[config.mk]
export PLATFORM = sky130hd
export DESIGN_NAME = alu_exec_ctrl
export DESIGN_NICKNAME = d
export VERILOG_FILES = /design/src/rtl/alu_exec_ctrl.sv
export SDC_FILE = /design/constraint.sdc
export NUM_CORES = 1
export LEC_CHECK = 0
export CAP_MARGIN = 20
export CORE_MARGIN = 5
export CORE_UTILIZATION = 30
export DETAILED_ROUTE_END_ITERATION = 6
export DONT_BUFFER_PORTS = 1
export SLEW_MARGIN = 10
export SYNTH_ARGS = -nofsm -noshare
export SYNTH_HDL_FRONTEND = slang
export SYNTH_SLANG_ARGS = --single-unit
[constraint.sdc]
create_clock -name clk -period 11.11 [get_ports clk]
set_input_delay 2.222 -clock clk [delete_from_list [all_inputs] [get_ports clk]]
set_output_delay 2.222 -clock clk [all_outputs]
set_load 0.05 [all_outputs]
[src/rtl/alu_exec_ctrl.sv]
`default_nettype none
// +----------------------------------------------------------------------------+
// | Module : alu_exec_ctrl                                                     |
// | Brief  : Four-state execute controller that sequences an external 16-bit   |
// |          ALU. It owns a 16x16 register file and a {C,L,F,Z,N} PSR.          |
// | Rev    : 1.0  initial release                                              |
// +----------------------------------------------------------------------------+
module alu_exec_ctrl #(
  parameter int                NREG_LOG2   = 4,
  parameter int                DATA_W      = 16,
  parameter logic [DATA_W-1:0] REG_RST_VAL = '0
) (
  input  logic                 clk,
  input  logic                 reset,
  input  logic                 in_valid,
  output logic                 in_ready,
  input  logic [15:0]          in_instr,
  output logic [DATA_W-1:0]    alu_a,
  output logic [DATA_W-1:0]    alu_b,
  output logic [3:0]           alu_op,
  output logic [3:0]           alu_ext,
  output logic                 alu_cin,
  input  logic [DATA_W-1:0]    alu_s,
  input  logic [4:0]           alu_flags,
  output logic                 done,
  output logic [4:0]           psr,
  input  logic [NREG_LOG2-1:0] dbg_addr,
  output logic [DATA_W-1:0]    dbg_data
);

  localparam int       c_NREG     = 1 << NREG_LOG2;
  localparam logic [3:0] c_OP_REG  = 4'b0000;
  localparam logic [3:0] c_OP_RCMPU = 4'b1010;
  localparam logic [3:0] c_OP_R8    = 4'b1000;
  localparam logic [3:0] c_OP_ADDUI = 4'b0110;
  localparam logic [3:0] c_OP_CMPI  = 4'b1011;
  localparam logic [3:0] c_OP_MOVI  = 4'b1101;
  localparam logic [3:0] c_EXT_MOV  = 4'b1101;
  localparam logic [3:0] c_EXT_CMP  = 4'b1011;
  localparam logic [3:0] c_EXT_CMPU = 4'b0010;
  localparam logic [3:0] c_EXT_R8   = 4'b0100;

  typedef enum logic [1:0] {
    S_IDLE = 2'd0,
    S_READ = 2'd1,
    S_EXEC = 2'd2,
    S_WB   = 2'd3
  } state_t;

  state_t              r_state;
  logic [15:0]         r_ir;
  logic                r_in_ready;
  logic                r_done;
  logic [DATA_W-1:0]   r_alu_a;
  logic [DATA_W-1:0]   r_alu_b;
  logic [3:0]          r_alu_op;
  logic [3:0]          r_alu_ext;
  logic [DATA_W-1:0]   r_result;
  logic [4:0]          r_flags;
  logic [4:0]          r_psr;
  logic [DATA_W-1:0]   r_regs [0:c_NREG-1];

  logic [3:0]          w_op;
  logic [3:0]          w_rd;
  logic [3:0]          w_ext;
  logic [3:0]          w_rs;
  logic                w_reg_form;
  logic                w_mov;
  logic                w_nop;
  logic                w_no_wb;
  logic [DATA_W-1:0]   w_imm;
  logic [DATA_W-1:0]   w_src;

  assign w_op  = r_ir[15:12];
  assign w_rd  = r_ir[11:8];
  assign w_ext = r_ir[7:4];
  assign w_rs  = r_ir[3:0];

  assign w_reg_form = (w_op == c_OP_REG) || (w_op == c_OP_RCMPU) ||
                      ((w_op == c_OP_R8) && (w_ext == c_EXT_R8));

  // ADDUI is the only immediate op that zero-extends its 8-bit immediate
  assign w_imm = (w_op == c_OP_ADDUI) ? {{(DATA_W-8){1'b0}}, r_ir[7:0]}
                                      : {{(DATA_W-8){r_ir[7]}}, r_ir[7:0]};
  assign w_src = w_reg_form ? r_regs[w_rs] : w_imm;

  assign w_mov   = ((w_op == c_OP_REG) && (w_ext == c_EXT_MOV)) || (w_op == c_OP_MOVI);
  assign w_nop   = (r_ir[15:4] == 12'h000);
  assign w_no_wb = w_nop ||
                   ((w_op == c_OP_REG) && (w_ext == c_EXT_CMP)) ||
                   (w_op == c_OP_CMPI) ||
                   ((w_op == c_OP_RCMPU) && (w_ext == c_EXT_CMPU));

  always_ff @(posedge clk or posedge reset) begin
    if (reset) begin
      r_state    <= S_IDLE;
      r_ir       <= '0;
      r_in_ready <= 1'b1;
      r_done     <= 1'b0;
      r_alu_a    <= '0;
      r_alu_b    <= '0;
      r_alu_op   <= '0;
      r_alu_ext  <= '0;
      r_result   <= '0;
      r_flags    <= '0;
      r_psr      <= '0;
      for (int i = 0; i < c_NREG; i++) begin
        r_regs[i] <= REG_RST_VAL;
      end
    end else begin
      r_done <= 1'b0;
      case (r_state)
        S_IDLE: begin
          if (in_valid && r_in_ready) begin
            r_ir       <= in_instr;
            r_in_ready <= 1'b0;
            r_state    <= S_READ;
          end
        end
        S_READ: begin
          r_alu_a   <= w_mov ? w_src : r_regs[w_rd];
          r_alu_b   <= w_mov ? '0    : w_src;
          r_alu_op  <= w_op;
          r_alu_ext <= w_ext;
          r_state   <= S_EXEC;
        end
        S_EXEC: begin
          r_result <= alu_s;
          r_flags  <= alu_flags;
          r_done   <= 1'b1;
          r_state  <= S_WB;
        end
        S_WB: begin
          if (!w_no_wb) begin
            r_regs[w_rd] <= r_result;
          end
          if (!w_nop) begin
            r_psr <= r_flags;
          end
          r_in_ready <= 1'b1;
          r_state    <= S_IDLE;
        end
        default: begin
          r_in_ready <= 1'b1;
          r_state    <= S_IDLE;
        end
      endcase
    end
  end

  assign in_ready = r_in_ready;
  assign done     = r_done;
  assign alu_a    = r_alu_a;
  assign alu_b    = r_alu_b;
  assign alu_op   = r_alu_op;
  assign alu_ext  = r_alu_ext;
  assign alu_cin  = r_psr[4];
  assign psr      = r_psr;
  assign dbg_data = r_regs[dbg_addr];

endmodule
`default_nettype wire

==> metrics.md, run 1 <==
| Metric | Value |
|---|---|
| Status | finished clean |
| Non-Filler Instances | 2094 |
| CP required | between 8 and 9 ns |
| Crit path DAT | 3.49 ns |
| Yosys warns | 0 |
| Crit. End Element | primary output |
| Hold Crit Start | r_flags[0] |
| Sink Count | 342 |
| Final HPWL DP | 36300 µm |
| Max cap viols | 0 |
| Setup_tns | 0 ns |
| Die Area | 69900 µm² |
| Die X-Extent | 264 µm |
| CORE AREA | 64200 µm² |
| Fraction of layout cells with a size suffix above 1 | 51.0% |
| Max-slew violations | 0 |
| Fmax | 0.175 GHz |
| Wire per inst | 27.9 µm |
| CP startpoint | dbg_addr[0] |
| Initial DRC count | 985 |
| Worst flop-to-flop path startpoint | r_ir[8] |
| Post-cts sizing count | 0 |
| Most Frequent Cell on Critical Path | mux4_2 |
| Placer Congestion | 0.826 |
| FF+latch count, synth | 342 |
| Dpl ws | 5.42 ns |
| Slew headroom | 28.3% |
| Crit path launch type | input pin |
| Antenna violations before repair | 4 |
| All-Layer GR Usage | between 15 and 20% |
| PnR worst setup slack | 5.40 ns |
| Cell chain of the critical path | mux4_2 -> mux4_2 |
| Buffers added on ports | 0 |
| Initial Utilization | 30.2% |
| Die span in y | approximately 260 µm |
| Leak | 9.18 nW |
| Worst Tran Pin Value | 1.07 ns |
| RSZ-0062 raised after global routing | false |
| Setup Skew | approximately 0.017 ns |
| DRT Pass-1 Iters | 5 |
| WL final | 58400 µm |
| CTS tree | done |
| Skew-Pair Late Insertion Delay | 0.56 ns |
| Fin. Hold Viols | 0 |
| Residual DRC | 0 |
| Register area share after synthesis | 44.1% |
| Vias in the first global route | 12300 |
| Post-synth EDFFs | 0 |
| CP peak stage delay | 0.68 ns |
| Boundary Pins | 108 |
| CP top delay family | multiplexers |
| CP Class | in -> out |
| Dpl cells | between 2000 and 2500 |
| Cell Area, Synth | 19400 µm² |
| Final core utilization | about a third |
| Fin crit share | slightly above 50% |
| Overall Power | 2.61 mW |
| CP Buf/Inv Count | 0 |
| Worst VDD drop | around 0.076 mV |
| CP max FO | 64 |
| Site Rows | 93 |
| Most frequent cells in the layout | 337 x dfrtp_1, 247 x mux2_2, 208 x mux4_2, 50 x mux2_4, 39 x clkbuf_16 |
| Mapped Nets | 1299 |
| Final net count | around 1300 |
| CTS Buf Count | 38 |
| Synth async-reset ratio | 100% |
| Via-to-Cell Ratio | 5.71 |
| Netlist cell types | 64 |
| CTS HTree Levels | 2 |
| Root Driver | clkbuf_16 |
| Post-CTS Setup Inserts | 0 |
| Clk pin slew, worst setup/hold paths | 0.05 ns |
| Fin crit period | 5.71 ns |
| Vias | ~12000 |
| Clock Path Buffers | 3 |
| P&R area growth vs syn | 11.0% |
| Commonest non-fill, non-tap cell in the layout | dfrtp_1 |
| Final setup fails | 0 |
| Largest net degree at the start of global routing | 81 |
| Post-synth top flop | dfrtp_1 |
| Cells after Synth | 1250 |
| Mean area per synthesized cell | 15.5 µm² |
| Hold Buf Count CTS | 0 |
| Worst hold-check path type | reg -> reg |
| Pwr/cell area | 121 nW/µm² |
| Slowest-stage cell, CP | mux4_2 |
| First-pass GRT wire length | 87000 µm |
| Remaining Overflow, GRT | 0 |
| Routed Antenna Nets | 0 |
==> registers in the layout (all words and copies together), names as in the netlist <==
signal	cells
r_regs	256
alu_a	16
alu_b	16
r_ir	16
r_result	16
psr	5
r_flags	5
alu_ext	4
alu_op	4
r_state	2
done	1
in_ready	1
==> per-layer routing <==
metal / share of wire [%] / wire (µm) / GRT usage [%] / vias up
met1: 41 / 24000 / 21.6 / 6531
met2: 48 / 28300 / 26.6 / 460
li1: - / - / - / 4866
met4: 3.0 / 1730 / 4.90 / 0
met5: 0 / 0 / 0 / -
met3: 7.5 / 4360 / 4.08 / 103
==> report_power, final <==
part / internal (mW) / switching (mW)
combinational: 0.0139 / 0.0250
sequential: 1.25 / 0
clock: 0.797 / 0.529
==> synth_stat cells, drive strengths merged (4+ instances only) <==
cell     number  share of area, %
inv          20              0.39
nand2b        4              0.13
nor2         24              0.46
nor2b         6              0.19
nor3         12              0.73
dfrtp       341                44
clkbuf       60               1.2
a22oi        33               1.3
mux4        208                24
o221ai       14              0.63
o2bb2ai      16              0.72
buf          56               2.1
mux2        307                19
mux2i        23               1.2
nand3        18              0.46
nand2        38              0.75
ha            5              0.32
a21oi         9              0.25
o22ai        11              0.35
==> kinds of logic after synthesis <==
logic type	after synthesis	synth area share, %
AO/OA/AOI/OAI	105	4.24
buffers and inverters	139	3.69
multiplexers	538	44.1
XOR/XNOR	1	0.0451
adder cells (fa/ha/maj)	5	0.322
AND/OR/NAND/NOR	120	3.53
flip-flops	342	44.1
==> final cells by class <==
type                            instances  area, µm²
Inverter                               23       90.1
Clock inverter                         11        164
Multi-Input combinational cell        769      10200
Sequential cell                       342       8570
Clock buffer                           56       1130
Fill cell                            6205      42700
Antenna cell                            4       10.0
Tap cell                              855       1070
Timing Repair Buffer                   34        295
==> stage by stage <==
stage,area (µm²),hold WS (ns)
final,21600,0.506
after global routing,21500,0.524
after CTS,21500,0.510
after detailed placement,20200,0.497
after global placement,20200,0.483
after floorplan,19400,0.477
==> final timing paths <==
check	endpoint	slack, ns	cells after the start
setup / recovery	dbg_data[8]	5.40	2
hold / removal	r_flags[0]	0.51	1
setup reg to reg	r_regs[34]	7.50	4
hold reg to reg	r_flags[0]	0.51	1
max in group asynchronous	r_regs[171]	7.94	4
min in group asynchronous	r_regs[226]	1.63	2
No activity file was read; power rests on OpenSTA's default activity.
==> run 2: changes to the inputs <==
Clock period 11.11 ns to 4.87 ns, I/O delays scaled along.
==> metrics.md, run 2 (synthesis results as in run 1) <==
| Metric | Value |
|---|---|
| Crit path DAT | 3.71 ns (+0.22 ns) |
| CTS tree | done |
| Routed Antenna Nets | 0 (unchanged) |
| Hold Buf Count CTS | 0 (unchanged) |
| Pwr/cell area | 281 nW/µm² (+130%) |
| Fin crit share | 67.3% |
| Post-cts sizing count | 0 (unchanged) |
| Fin. Hold Viols | 0 (unchanged) |
| Setup Skew | 0.0224 ns (+0.00533 ns) |
| Wire per inst | 28.0 µm (+0.45%) |
| Crit. End Element | flip-flop |
| Slew headroom | 24.4% (-3.9 points) |
| Initial DRC count | 1128 (+15%) |
| Boundary Pins | 108 (unchanged) |
| P&R area growth vs syn | 11.5% |
| Post-CTS Setup Inserts | 0 (unchanged) |
| Final net count | 1258 (+0.080%) |
| Clk pin slew, worst setup/hold paths | 0.07 ns (+0.02 ns) |
| Via-to-Cell Ratio | 5.80 (+1.6%) |
| Worst hold slack | 0.378 ns (-0.129 ns) |
| Final setup fails | 0 (unchanged) |
| Commonest non-fill, non-tap cell in the layout | dfrtp_1 |
| Most frequent cells in the layout | 337 x dfrtp_1, 247 x mux2_2, 208 x mux4_2, 50 x mux2_4, 39 x clkbuf_16 |
| Die Area | 69900 µm² (unchanged) |
| Leak | 9.24 nW (+0.63%) |
| Buffers added on ports | 0 (unchanged) |
| CP required | 5.30 ns (-3.59 ns) |
| Largest net degree at the start of global routing | 138 (+70%) |
| Placed Instance Area | 20300 µm² (+0.30%) |
| Worst hold-check path type | in -> async |
| Final instance area | 21700 µm² (+0.49%) |
| All-Layer GR Usage | 16.6% (+0.31 points) |
| First-pass GRT wire length | 88700 µm (+1.9%) |
| Crit path launch type | flip-flop |
| CTS Buf Count | 38 (unchanged) |
| WL final | 58800 µm (+0.59%) |
| Multi-input gate area | 10200 µm² (unchanged) |
| Vias in the first global route | 12600 (+2.0%) |
| Antenna violations before repair | 5 (+1) |
| # fillers | 6154 (-0.82%) |
| Placer Congestion | 0.853 (+3.3%) |
| Fmax | 0.305 GHz |
| Die span in y | 264 µm (unchanged) |
| RSZ-0062 raised after global routing | false |
| Fin crit period | 3.28 ns |
| CP Class | reg -> reg |
| Initial Utilization | 30.2% (unchanged) |
| Final HPWL DP | 37800 µm (+4.0%) |
| Max cap viols | 0 (unchanged) |
| CP max FO | 16 (-75%) |
| DRT Pass-1 Iters | 5 (unchanged) |
| Vias | 12200 (+1.7%) |
| Fraction of layout cells with a size suffix above 1 | 51.4% (+0.36 points) |
| Overall Power | 6.08 mW (+130%) |
| CORE AREA | 64200 µm² (unchanged) |
| Remaining Overflow, GRT | 0 (unchanged) |
| CTS HTree Levels | 2 (unchanged) |
| Root Driver | clkbuf_16 |
| Clock Path Buffers | 3 (unchanged) |
| Largest register by flop count | r_regs |
| Residual DRC | 0 (unchanged) |
| Sink Count | 342 (unchanged) |
| Skew-Pair Late Insertion Delay | 0.56 ns (about the same) |
| Worst VDD drop | 0.194 mV (+160%) |
| Max reg flops | 256 (unchanged) |
| Worst Tran Pin Value | 1.13 ns (+0.0632 ns) |
| Sequential standard cell area | 8570 µm² (unchanged) |
| Die X-Extent | 264 µm (unchanged) |
| Site Rows | 93 (unchanged) |
| Max-slew violations | 0 (unchanged) |
| Status | finished clean |
[run 2: layout make-up]
type	count	area share [%]
repair buffers	35	1.51
clock buffers	53	5.16
clock inverters	16	1.14
well taps	855	4.94
diodes	4	0.0462
flip-flops and latches	342	39.6
inverters	23	0.416
multi-input cells	769	47.2
[run 2: path summary, 6_finish.rpt]
| check | slack, ns | startpoint | cells after the start | to |
|---|---|---|---|---|
| worst min-delay path | 0.38 | reset | 1 | r_regs[180] |
| worst max register to register | 1.59 | r_ir[4] | 5 | r_regs[10] |
| worst max-delay path | 1.59 | r_ir[4] | 5 | r_regs[10] |
| worst min register to register | 0.50 | r_flags[3] | 1 | r_flags[3] |
| min in group clk | 0.50 | r_flags[3] | 1 | r_flags[3] |
| max in group asynchronous | 3.19 | reset | 2 | r_ir[3] |
[run 2: through the flow]
stage	util, %	setup WS [ns]	instances	setup TNS (ns)
final	33.7	1.59	2097	0
after global routing	33.7	1.51	2093	0
after CTS	33.7	1.53	2092	0
after detailed placement	31.5	1.54	2023	0
after global placement	31.5	1.61	2022	0
after floorplan	-	-0.678	1250	-231.10
[run 2: power by group]
group | switching, mW | internal (mW) | leakage (nW)
Clock | 1.23 | 1.93 | 0.673
Combinational | 0.0564 | 0.0281 | 3.80
Sequential | 0 | 2.84 | 4.77
[run 2: critical path: stages, from the launching register on]
cell,delay (ns)
dfrtp_1,0.52
or4_1,0.61
o41ai_4,0.30
buf_4,0.34
or4b_1,0.93
mux2_2,0.43
[run 2: layer usage]
metal / wire [µm] / GRT usage (%) / up-vias
li1: - / - / 4883
met1: 24000 / 22.2 / 6611
met2: 28000 / 26.9 / 569
met3: 4790 / 4.04 / 106
met4: 1980 / 5.33 / 0
met5: 0 / 0 / -
==> run 3: changes to the inputs <==
Clock period 4.87 ns to 2.66 ns, I/O delays scaled along.
==> metrics.md, run 3 (synthesis results as in run 1) <==
| Metric | Value |
|---|---|
| Fin crit share | 101% |
| RSZ-0062 raised after global routing | true |
| WL final | 60700 µm (+3.3%) |
| Worst hold path stage count | 1 |
| Crit path launch type | flip-flop |
| All-Layer GR Usage | 16.9% (+0.34 points) |
| Wire per inst | 27.1 µm (-3.4%) |
| Final net count | 1401 (+11%) |
| Initial DRC count | 1264 (+12%) |
| Max-slew violations | 0 (unchanged) |
| PnR worst setup slack | -0.0322 ns (-1.62 ns) |
| Sink Count | 342 (unchanged) |
| Root Driver | clkbuf_16 |
| Dpl ws | -0.0356 ns (-1.57 ns) |
| CP Class | reg -> out |
| Final HPWL DP | 40900 µm (+8.5%) |
| Failing checks | negative setup slack |
| Site Rows | 93 (unchanged) |
| Crit. End Element | primary output |
| Commonest non-fill, non-tap cell in the layout | dfrtp_1 |
| CTS Buf Count | 38 (unchanged) |
| Fmax | between 0.3 and 0.4 GHz |
| First-pass GRT wire length | 90800 µm (+2.4%) |
| Worst Tran Pin Value | 0.891 ns (-0.243 ns) |
| Skew-Pair Late Insertion Delay | 0.54 ns (-0.02 ns) |
| Max reg flops | 256 (unchanged) |
| Worst VDD drop | 0.336 mV (+73%) |
| CTS HTree Levels | 2 (unchanged) |
| Setup Skew | 0.0144 ns (-0.00799 ns) |
| Largest net degree at the start of global routing | 115 (-17%) |
| Vias in the first global route | 13100 (+4.2%) |
| Leak | 10.1 nW (+9.3%) |
| Routed Antenna Nets | 0 (unchanged) |
| Worst flop-to-flop path startpoint | r_ir[13] |
| Clock Path Buffers | 3 (unchanged) |
| Boundary Pins | 108 (unchanged) |
| Worst hold-check path type | in -> reg |
| Crit path DAT | 2.16 ns (-1.55 ns) |
| CP max FO | 4 (-12) |
| Hold Crit Start | alu_s[0] |
| CP required | 2.13 ns (-3.17 ns) |
| Initial Utilization | 30.2% (unchanged) |
| Pwr/cell area | 484 nW/µm² (+72%) |
| Reg2Reg Depth | 6 (+1) |
| Slew headroom | 40.6% (+16 points) |
| R2r setup slk | 0.08 ns (-1.51 ns) |
| Remaining Overflow, GRT | 0 (unchanged) |
| Clk pin slew, worst setup/hold paths | 0.07 ns (about the same) |
| Status | finished with violations |
| Die Area | 69900 µm² (unchanged) |
| Via-to-Cell Ratio | 5.67 (-2.4%) |
| Placer Congestion | 0.850 (-0.36%) |
| Worst flop-to-flop path endpoint | r_regs[73] |
| Residual DRC | 0 (unchanged) |
| Hold path endpoint | r_result[0] |
| Die X-Extent | 264 µm (unchanged) |
| Fraction of layout cells with a size suffix above 1 | 56.6% (+5.2 points) |
| Fin crit period | around 2.7 ns |
| Vias | 12700 (+4.4%) |
| Most frequent cells in the layout | 335 x dfrtp_1, 247 x mux2_2, 208 x mux4_2, 141 x buf_4, 50 x mux2_4 |
| Max cap viols | 0 (unchanged) |
| CTS tree | done |
| Largest register by flop count | r_regs |
| P&R area growth vs syn | 19.2% |
| Cell chain of the critical path | mux4_2 -> mux4_2 |
| Fin. Hold Viols | 0 (unchanged) |
| Buffers added on ports | 0 (unchanged) |
| Most Frequent Cell on Critical Path | mux4_2 |
| Slowest-stage cell, CP | mux4_2 |
| Antenna violations before repair | 4 (-1) |
| CORE AREA | 64200 µm² (unchanged) |
| Final core utilization | 36.0% (+2.3 points) |
| CP peak stage delay | 0.69 ns (-0.24 ns) |
| DRT Pass-1 Iters | 5 (unchanged) |
| Die span in y | 264 µm (unchanged) |
| Final setup fails | 3 (+3) |
[run 3: changes by cell type in the layout (fill, tap and decap cells not counted), sizes merged]
cell,before,now
buf,35,177
bufinv,6,5
dlygate4sd3,0,1
diode,4,5
clkinv,10,11
clkbuf,53,55
inv,21,19
clkinvlp,2,3
[run 3: critical path, delay by kind of cell, from the launching register on]
kind | cells | cell delay [ns]
flops | 1 | 0.42
mux | 2 | 1.19
[run 3: cell type report]
class                      count  area (µm²)
antenna                        5        12.5
clock buffer                  55        1180
clock inverter                15         216
fill                        6046       41100
inverter                      23        90.1
multi-input combinational    769       10200
sequential                   342        8570
tap                          855        1070
timing repair buffer         178        1790
[run 3: report_power, final]
part	total, mW	internal [mW]	switching (mW)	leakage, nW
clock network	5.83	3.58	2.25	0.685
registers	5.20	5.20	0	4.77
logic	0.168	0.0623	0.106	4.65
total	11.2	8.84	2.36	10.1
[run 3: worst max path at each step]
stage | startpoint | endpoint | depth (start not counted)
floorplan | reset | alu_a[0] | 1
global placement | r_ir[4] | r_regs[224] | 7
detailed placement | r_ir[13] | r_regs[226] | 7
CTS | r_regs[23] | dbg_data[7] | 2
global route | r_regs[23] | dbg_data[7] | 2
finish | r_regs[8] | dbg_data[8] | 2
[run 3: layer usage]
layer	track usage [%]	share of wire (%)	wire length, µm
met3	4.20	7.8	4730
met5	0	0	0
met2	26.6	47	28700
met1	22.9	41	24900
met4	6.36	3.8	2320
[run 3: what timing repair did]
| item | CTS | global route |
|---|---|---|
| pin swaps | 1 | 3 |
| endpoints found under the setup margin | 25 | 81 |
| hold endpoints to repair | 8 | 0 |
| hold buffers | 1 | 0 |
| resized for setup | 1 | 2 |
| buffers inserted | 42 | 40 |
[run 3: stage by stage]
step | TNS, ns | cells | hold slack [ns] | area, µm² | power, mW
floorplan | -835.19 | 1250 | 0.477 | 19500 | 5.48
global placement | 0 | 2084 | 0.415 | 21100 | 5.47
detailed placement | -0.167 | 2084 | 0.419 | 21100 | 5.47
CTS | -0.186 | 2197 | 0.109 | 22800 | 11.3
global route | -0.380 | 2240 | 0.116 | 23100 | 11.5
finish | -0.0545 | 2242 | 0.137 | 23100 | 11.2
